### src/rtl/uart_pkg.sv
// Shared UART definitions: frame state encodings and default timing, used by the TX and RX sides.
package uart_pkg;

    localparam int DATA_BITS           = 8;
    localparam int DEFAULT_HALF_PERIOD = 434;

    typedef enum logic [2:0] {
        IDLE   = 3'd0,
        START  = 3'd1,
        DATA   = 3'd2,
        PARITY = 3'd3,
        STOP   = 3'd4
    } state_e;

endpackage

### src/rtl/uart_bit_timer.sv
// Bit period timer: latches half_period on start, counts 0..{half_period,1}, pulses bit_end on the last cycle.
// Zero latency from start; the counter only advances while run is high.
module uart_bit_timer
    import uart_pkg::*;
#(
    parameter int COUNTER_MSB = 9
) (
    input  logic                   clk,
    input  logic                   rst,
    input  logic                   start,
    input  logic                   run,
    input  logic [COUNTER_MSB-1:0] half_period,
    output logic                   bit_end
);

    logic [COUNTER_MSB-1:0] hp_q, hp_d;
    logic [COUNTER_MSB:0]   cnt_q, cnt_d;

    always_comb begin
        hp_d    = hp_q;
        cnt_d   = cnt_q;
        bit_end = run && (cnt_q == {hp_q, 1'b1});
        if (start) begin
            hp_d  = half_period;
            cnt_d = '0;
        end else if (run) begin
            cnt_d = bit_end ? '0 : cnt_q + {{COUNTER_MSB{1'b0}}, 1'b1};
        end
    end

    always_ff @(posedge clk or posedge rst) begin
        if (rst) begin
            hp_q  <= '0;
            cnt_q <= '0;
        end else begin
            hp_q  <= hp_d;
            cnt_q <= cnt_d;
        end
    end

endmodule

### src/rtl/uart_tx.sv
// UART transmitter, 8N1 LSB first with a one-byte holding register; TXD goes low one cycle after accept from idle.
// tx_ready drops while the holding register is full; UART_TX_PARITY_EN adds an even-parity bit before stop.
module uart_tx
    import uart_pkg::*;
#(
    parameter int COUNTER_MSB = 9
) (
    input  logic                   clk,
    input  logic                   rst,
    input  logic [COUNTER_MSB-1:0] halfPeriod,
    input  logic [DATA_BITS-1:0]   tx_data,
    input  logic                   tx_valid,
    output logic                   tx_ready,
    output logic                   TXD,
    output logic                   tx_busy,
    output logic                   tx_done
);

    state_e               state_q, state_d;
    logic [DATA_BITS-1:0] hold_q, hold_d;
    logic                 hold_full_q, hold_full_d;
    logic [DATA_BITS-1:0] shift_q, shift_d;
    logic [2:0]           bit_idx_q, bit_idx_d;
    logic                 txd_q, txd_d;
    logic                 load;
    logic                 bit_end;
`ifdef UART_TX_PARITY_EN
    logic                 parity_q, parity_d;
`endif

    assign tx_ready = ~hold_full_q;
    assign TXD      = txd_q;
    assign tx_busy  = (state_q != IDLE);
    assign tx_done  = (state_q == STOP) && bit_end;

    uart_bit_timer #(.COUNTER_MSB(COUNTER_MSB)) u_timer (
        .clk         (clk),
        .rst         (rst),
        .start       (load),
        .run         (tx_busy),
        .half_period (halfPeriod),
        .bit_end     (bit_end)
    );

    always_comb begin
        state_d     = state_q;
        hold_d      = hold_q;
        hold_full_d = hold_full_q;
        shift_d     = shift_q;
        bit_idx_d   = bit_idx_q;
        txd_d       = txd_q;
        load        = 1'b0;
`ifdef UART_TX_PARITY_EN
        parity_d    = parity_q;
`endif
        case (state_q)
            IDLE: begin
                txd_d = 1'b1;
                if (hold_full_q) load = 1'b1;
            end
            START: begin
                if (bit_end) begin
                    state_d   = DATA;
                    bit_idx_d = '0;
                    txd_d     = shift_q[0];
                end
            end
            DATA: begin
                if (bit_end) begin
                    shift_d   = shift_q >> 1;
                    bit_idx_d = bit_idx_q + 3'd1;
                    txd_d     = shift_q[1];
                    if (bit_idx_q == 3'(DATA_BITS - 1)) begin
`ifdef UART_TX_PARITY_EN
                        state_d = PARITY;
                        txd_d   = parity_q;
`else
                        state_d = STOP;
                        txd_d   = 1'b1;
`endif
                    end
                end
            end
`ifdef UART_TX_PARITY_EN
            PARITY: begin
                if (bit_end) begin
                    state_d = STOP;
                    txd_d   = 1'b1;
                end
            end
`endif
            STOP: begin
                // A byte already held restarts with no idle gap.
                if (bit_end) begin
                    if (hold_full_q) load = 1'b1;
                    else             state_d = IDLE;
                end
            end
            default: begin
                state_d = IDLE;
                txd_d   = 1'b1;
            end
        endcase

        if (load) begin
            state_d     = START;
            shift_d     = hold_q;
            hold_full_d = 1'b0;
            txd_d       = 1'b0;
`ifdef UART_TX_PARITY_EN
            parity_d    = ^hold_q;
`endif
        end

        // Accept and load are exclusive: one needs hold_full low, the other high.
        if (tx_valid && !hold_full_q) begin
            hold_d      = tx_data;
            hold_full_d = 1'b1;
        end
    end

    always_ff @(posedge clk or posedge rst) begin
        if (rst) begin
            state_q     <= IDLE;
            hold_q      <= '0;
            hold_full_q <= 1'b0;
            shift_q     <= '0;
            bit_idx_q   <= '0;
            txd_q       <= 1'b1;
`ifdef UART_TX_PARITY_EN
            parity_q    <= 1'b0;
`endif
        end else begin
            state_q     <= state_d;
            hold_q      <= hold_d;
            hold_full_q <= hold_full_d;
            shift_q     <= shift_d;
            bit_idx_q   <= bit_idx_d;
            txd_q       <= txd_d;
`ifdef UART_TX_PARITY_EN
            parity_q    <= parity_d;
`endif
        end
    end

endmodule

### config.mk
export PLATFORM = sky130hd
export DESIGN_NAME = uart_tx
export DESIGN_NICKNAME = d
export VERILOG_FILES = /design/src/rtl/uart_pkg.sv /design/src/rtl/uart_bit_timer.sv /design/src/rtl/uart_tx.sv
export SDC_FILE = /design/constraint.sdc
export NUM_CORES = 1
export LEC_CHECK = 0
export CAP_MARGIN = 20
export CORE_ASPECT_RATIO = 0.5
export CORE_UTILIZATION = 40
export CTS_CLUSTER_DIAMETER = 100
export DETAILED_ROUTE_END_ITERATION = 10
export PLACE_DENSITY = 0.64
export SLEW_MARGIN = 20
export SYNTH_ARGS = -nofsm -noshare
export SYNTH_HDL_FRONTEND = slang
export SYNTH_SLANG_ARGS = --single-unit
### constraint.sdc
create_clock -name clk -period 3.45 [get_ports clk]
set_input_delay 0.8625 -clock clk [delete_from_list [all_inputs] [get_ports clk]]
set_output_delay 0.8625 -clock clk [all_outputs]
set_load 0.03 [all_outputs]
==> out/results.md, run 1 <==
### Run status
- finished, final reports clean — status

### Min path
- register to register — class of the most critical hold timing path

### Global route
- 1459 — vias in the first global route
- 4.400% — met3 Usage GRT
- 44 — largest net degree at the start of global routing
- met2 — layer with the highest usage after global routing
- 6.900 mm — wire length of the first global-routing pass
- 26.60% — met2 routing resource usage after global routing
- 0 — overall overflow remaining after global route
- 16.94% — all-layer global routing usage
- 0 — number of antenna violations at the first check in global routing
- 23.52% — met1 usage in global routing

### Floorplan
- 52.73 µm — height of the chip
- 41.73% — Initial Util
- 0.004932 mm² — core area
- 18 — number of core rows
- 24 — Top Ports
- 0.005454 mm² — full die area
- 103.4 µm — width of the die

### Pwr
- 0.5638 mW — net switching power figure
- 33.75% — net switching fraction of the power
- 50.5% — Flop pwr share
- 679.2 mW/mm² — power density over the cells
- 1.671 mW — overall power
- 1.101 nW — leakage power
- 0.2261 mV — peak supply drop
- 1.107 mW — internal power
- 20.5% — power share of the clock group
- 29.0% — power share of the combinational group

### Drt
- 5.088 — via density per instance
- 0 — final antenna-violating net count
- 13.91 µm — average routed wire per standard cell
- 53 — Detailed Route Iter0 Violations
- 4 — router iterations before antenna repair
- 0 — DRC violations left
- 1440 — detailed-route via count
- 3.937 mm — routed wire length

### Synthesis
- dfrtp_1 — main flop type after synthesis
- 185 — number of instances in the synthesized netlist
- 100.0% — ys async rst share
- 208 — Synth Net Count
- 11.13 µm² — Post-Syn Area per Cell
- 0 — count of flip-flops with a built-in enable after synthesis
- 40 — post-synthesis cell type count
- 51.06% — Yosys top cell area share
- dfrtp_1 — most frequent cell after synthesis
- 43 — number of flip-flops and latches in the synthesized netlist
- dfrtp_1 51%, mux2_1 4.4%, mux2_2 4.4% — dominant cells by area after synthesis
- 0 — YS warnings
- dfrtp_1 — top cell type by total area after synthesis
- 42 x dfrtp_1, 21 x nor2_1, 10 x xor2_1, 9 x nand2_1, 9 x o21ai_0 — Commonest cells post-synth
- 0.002058 mm² — Syn Std Cell Area
- 52.34% — part of the Yosys area used for sequential elements

### Clock tree
- 2 — Max Root-Sink Buffers
- 0 — cts repair resizes
- 90 ps — clock transition at the register clock pins on the worst setup and hold paths after CTS
- 5 — Inserted Clock Buffers
- 300 ps — Clock Latency Late Sink
- 43 — total clock sinks
- 0 — Post-CTS Hold Fix Bufs
- clkbuf_8 — master cell of the clock root buffer
- built — TritonCTS clock tree
- 2 — CTS HTree Levels
- 0 — setup repair bufs after CTS

### Worst setup path
- inv_2 -> a222oi_1 -> nand4_2 -> nor2_1 -> clkdlybuf4s50_1 — Critical Path, Cell by Cell
- register to output port — Crit Path Category
- register — Critical Path Source Type
- 2590 ps — worst endpoint required time
- 900 ps — r2r setup slk
- clkdlybuf4s50_1 — slowest CP cell
- buffers and inverters — cell family with most CP delay
- 670 ps — slowest cell delay on critical path
- output port — Worst setup EP type
- 2 — worst path buffer plus inverter count
- 4 — worst-path fanout max
- 2340 ps — CP Data Arrival Time

### Timing
- 3204 ps — time the final worst path needs with I/O delays and setup
- 0 — final hold viol count
- 482.7 ps — Hold WS
- 48.58% — Slew HR
- 13.80 ps — worst clock skew
- 312.1 MHz — peak clock frequency supported by timing
- 769.8 ps — pin slew with the least headroom to its limit
- 92.88% — portion of the clock cycle consumed by the worst path in the final layout
- 0 — final setup fails
- false — unrepaired setup endpoints after global routing
- 0 ps — total negative slack
- 0 — max-slew violation count

### Placement
- 2.914 mm — post-DP HPWL
- 275 — total instance count after detailed placement
- 0.7972 — routability congestion estimate from global placement
- 23 — Port Buffer Count

### Layout
- 49.87% — Post-Route Utilization
- 0 — diode count
- 11.27% — fraction of final layout cells with drive strength greater than 1
- 19.51% — area delta synth->final
- 235 — post-layout net count
- 283 — Final Non-Filler Cells
- 451 — final-layout fill cell count

### Flow run
- 0 — maxcap violations

==> metrics by stage <==
step / setup WS, ps / area (µm²)
2_1_floorplan: 967.9 / 2058
3_3_place_gp: 641.9 / 2361
3_5_place_dp: 558.6 / 2361
4_1_cts: 226.1 / 2460
5_1_grt: 68.72 / 2460
6_report: 245.6 / 2460
==> path summary, 6_finish.rpt <==
check	end	cells after the start	start
max in group asynchronous	TXD	3	rst
min in group asynchronous	u_timer.hp_q[5]	3	rst
hold reg to reg	shift_q[7]	2	hold_q[7]
setup reg to reg	u_timer.hp_q[5]	7	u_timer.cnt_q[2]
setup / recovery	tx_done	5	u_timer.cnt_q[2]
hold / removal	shift_q[7]	2	hold_q[7]
==> metal layers <==
metal | part of all wire, % | vias up
li1 | - | 711
met1 | 52 | 708
met2 | 45 | 17
met3 | 3.2 | 4
met4 | 0.48 | 0
met5 | 0 | -
==> worst min-delay path: cells and delay by family (launching register included) <==
family           cells  cell delay [ps]
AO/OA/AOI/OAI        1               60
flip-flops           1              350
AND/OR/NAND/NOR      1               50
==> state kept, by name, indices dropped and copies added (netlist names) <==
signal,count
TXD,1
bit_idx_q,3
hold_full_q,1
hold_q,8
shift_q,8
state_q,3
u_timer.cnt_q,10
u_timer.hp_q,9
==> cells in the final DEF, fill, tap and decap left out, types with 2 or more instances in the layout <==
cell type | netlist | final
a21o_1 | 7 | 7
a21oi_1 | 3 | 3
a22o_1 | 7 | 7
a31oi_1 | 2 | 2
buf_4 | 0 | 3
clkbuf_8 | 0 | 6
clkdlybuf4s50_1 | 0 | 23
dfrtp_1 | 42 | 42
ha_1 | 3 | 3
inv_1 | 6 | 6
mux2_1 | 8 | 8
mux2_2 | 8 | 8
mux2i_1 | 2 | 2
nand2_1 | 9 | 9
nand2b_1 | 3 | 3
nand3_1 | 8 | 8
nor2_1 | 21 | 21
nor2b_1 | 3 | 3
nor3_1 | 4 | 4
o21ai_0 | 9 | 9
o2bb2ai_1 | 3 | 3
xnor2_1 | 3 | 3
xor2_1 | 10 | 10
==> power by group through the flow <==
stage	clock (mW)	combinational, mW	sequential (mW)
finish	0.343	0.484	0.844
global route	0.375	0.544	0.873
CTS	0.352	0.494	0.844
detailed placement	0	0.492	0.854
global placement	0	0.468	0.847
floorplan	0	0.373	0.819
==> kinds of logic after synthesis <==
family,Yosys count,share of synthesized area [%]
compound gates,39,14.10
xor+xnor,13,5.532
fa+ha+maj,3,1.824
buf+inv,13,3.100
flops,43,52.34
mux,18,9.727
simple gates,56,13.38
==> cell type report <==
| class | instances | area, µm² | area share (%) |
|---|---|---|---|
| Sequential cell | 43 | 1077 | 43.79 |
| Multi-Input combinational cell | 129 | 917.1 | 37.28 |
| Timing Repair Buffer | 26 | 252.7 | 10.27 |
| Tap cell | 70 | 87.58 | 3.561 |
| Clock buffer | 6 | 82.58 | 3.357 |
| Inverter | 7 | 26.28 | 1.068 |
| Clock inverter | 2 | 16.27 | 0.6612 |
Power figures use the tool's default switching activity.
==> run 2, diff against run 1 <==
CTS_CLUSTER_SIZE = 8   (was unset)
==> results of run 2 <==
Same layout as run 1: the final DEF is identical, and so are final timing and power.
==> run 3, diff against run 2 <==
ABC_AREA = 1   (was unset)
==> out/results.md, run 3 <==
### Worst setup path
- 2190 ps — CP Data Arrival Time
- 2590 ps — worst endpoint required time
- output port — Worst setup EP type
- register — Critical Path Source Type
- register to output port — Crit Path Category
- 9 — worst-path fanout max
- 670 ps — slowest cell delay on critical path
- clkdlybuf4s50_1 — slowest CP cell
- 2 — worst path buffer plus inverter count
- buffers and inverters — cell family with most CP delay
- 1450 ps — r2r setup slk
- inv_1 -> nand2_1 -> nand2_1 -> nand3_1 -> nor2_1 -> nand3_4 -> nor2_1 -> clkdlybuf4s50_1 — Critical Path, Cell by Cell

### Placement
- 23 — Port Buffer Count
- 0.8986 — routability congestion estimate from global placement
- 3.181 mm — post-DP HPWL

### Synthesis
- 8.040 µm² — Post-Syn Area per Cell
- dfrtp_1 48%, nand2_1 17%, inv_1 6.1% — dominant cells by area after synthesis
- 43 — number of flip-flops and latches in the synthesized netlist
- dfrtp_1 — top cell type by total area after synthesis
- 47.54% — Yosys top cell area share
- 101 x nand2_1, 42 x dfrtp_1, 36 x inv_1, 19 x nor2_1, 16 x o21ai_0 — Commonest cells post-synth
- 30 — post-synthesis cell type count
- 298 — Synth Net Count
- dfrtp_1 — main flop type after synthesis
- nand2_1 — most frequent cell after synthesis
- 100.0% — ys async rst share
- 48.73% — part of the Yosys area used for sequential elements
- 0 — count of flip-flops with a built-in enable after synthesis
- 0 — YS warnings
- 0.002211 mm² — Syn Std Cell Area
- 275 — number of instances in the synthesized netlist

### Timing
- 0 — final hold viol count
- 0 — max-slew violation count
- 463.1 ps — Hold WS
- 0 ps — total negative slack
- 63.90% — Slew HR
- 327.4 MHz — peak clock frequency supported by timing
- false — unrepaired setup endpoints after global routing
- 88.54% — portion of the clock cycle consumed by the worst path in the final layout
- 3055 ps — time the final worst path needs with I/O delays and setup
- 541.5 ps — pin slew with the least headroom to its limit
- 4.960 ps — worst clock skew
- 0 — final setup fails

### Pwr
- 0.2892 mV — peak supply drop
- 1.272 nW — leakage power
- 705.8 mW/mm² — power density over the cells

### Drt
- 1785 — detailed-route via count
- 4.747 — via density per instance
- 4.416 mm — routed wire length
- 63 — Detailed Route Iter0 Violations
- 4 — router iterations before antenna repair
- 0 — final antenna-violating net count
- 0 — DRC violations left
- 11.74 µm — average routed wire per standard cell

### Clock tree
- 43 — total clock sinks
- 2 — CTS HTree Levels
- 0 — cts repair resizes
- 2 — Max Root-Sink Buffers
- 5 — Inserted Clock Buffers
- 290 ps — Clock Latency Late Sink
- 80 ps — clock transition at the register clock pins on the worst setup and hold paths after CTS
- built — TritonCTS clock tree
- 0 — Post-CTS Hold Fix Bufs
- 0 — setup repair bufs after CTS
- clkbuf_8 — master cell of the clock root buffer

### Layout
- nand2_1 — most common cell after layout, fill and taps aside
- u_timer.cnt_q — top register by number of flip-flops
- 8.497% — fraction of final layout cells with drive strength greater than 1
- 328 — post-layout net count
- 10 — max reg flops
- 964.7 µm² — footprint of the multi-input gates
- 0.001077 mm² — Seq. cell area
- 495 — final-layout fill cell count
- 101 x nand2_1, 42 x dfrtp_1, 36 x inv_1 — commonest cells after routing, fill and taps aside
- 17.88% — area delta synth->final
- 0 — diode count
- u_timer.cnt_q (10), u_timer.hp_q (9) — registers with the most flip-flops

### Floorplan
- 43.25% — Initial Util
- 107.1 µm — width of the die
- 24 — Top Ports
- 0.005112 mm² — core area
- 54.57 µm — height of the chip
- 0.005847 mm² — full die area
- 18 — number of core rows

### Global route
- 0 — number of antenna violations at the first check in global routing
- 0 — overall overflow remaining after global route
- 7.472 mm — wire length of the first global-routing pass
- 17.07% — all-layer global routing usage
- 1668 — vias in the first global route
- 44 — largest net degree at the start of global routing

### Flow run
- 0 — maxcap violations

### Run status
- finished, final reports clean — status

### Min path
- register to register — class of the most critical hold timing path

run 3: cell count changes after synthesis, sizes merged, moves of 5 or more:
cell   change
o21ai      +7
a21o       -7
a22o       -7
inv       +31
nand2     +92
xor2       -5
mux2       -8
run 3: report_power, final:
group / internal (mW) / switching [mW]
Clock: 0.142 / 0.167
Sequential: 0.700 / 0.119
Combinational: 0.288 / 0.422
run 3: metrics by stage:
step           cell area, µm²  util, %  worst slack [ps]  std cells  total power [mW]
2_1_floorplan            2211        -              1114        275             1.350
3_3_place_gp             2525    49.39             753.4        368             1.514
3_5_place_dp             2525    49.39             724.5        368             1.536
4_1_cts                  2606    50.98             384.7        376             1.857
5_1_grt                  2606    50.98             230.6        376             1.998
6_report                 2606    50.98             395.4        376             1.839
run 3: final cells by class:
type	count	area share, %
Sequential cell	43	41.33
Inverter	40	5.761
Clock buffer	7	2.928
Timing Repair Buffer	25	9.409
Clock inverter	1	0.1920
Tap cell	70	3.361
Multi-Input combinational cell	190	37.01
run 3: routing by layer:
metal | wire length (µm) | track usage (%) | share of wire (%) | vias to the layer above
met5 | 0 | 0 | 0 | -
li1 | - | - | - | 916
met4 | 61 | 7.534 | 1.4 | 0
met2 | 2064 | 29.46 | 47 | 36
met3 | 209 | 4.048 | 4.7 | 6
met1 | 2079 | 21.14 | 47 | 827
run 3: worst paths after layout:
path | startpoint | endpoint | cells past startpoint
worst max-delay path | u_timer.cnt_q[3] | tx_done | 8
worst min-delay path | TXD | TXD | 2
worst max register to register | u_timer.cnt_q[3] | shift_q[3] | 12
worst min register to register | TXD | TXD | 2
max in group asynchronous | rst | TXD | 3
min in group asynchronous | rst | u_timer.hp_q[3] | 3
run 3: cell families (layout without fill, tap and decap cells):
kind of cell,count (synthesis),count (layout),share of synthesized area [%]
AND/OR/NAND/NOR,146,146,28.24
adder cells (fa/ha/maj),3,3,1.698
AO/OA/AOI/OAI,26,26,6.849
multiplexers,8,8,4.075
buffers and inverters,42,73,7.640
XOR/XNOR,7,7,2.773
flip-flops,43,43,48.73
run 3: worst reg2reg max path, delay by kind of cell (launching register included):
family | cells | cell delay (ps)
AOI/OAI and AO/OA | 1 | 350
buffers and inverters | 3 | 430
DFF | 1 | 430
and+or+nand+nor | 8 | 730
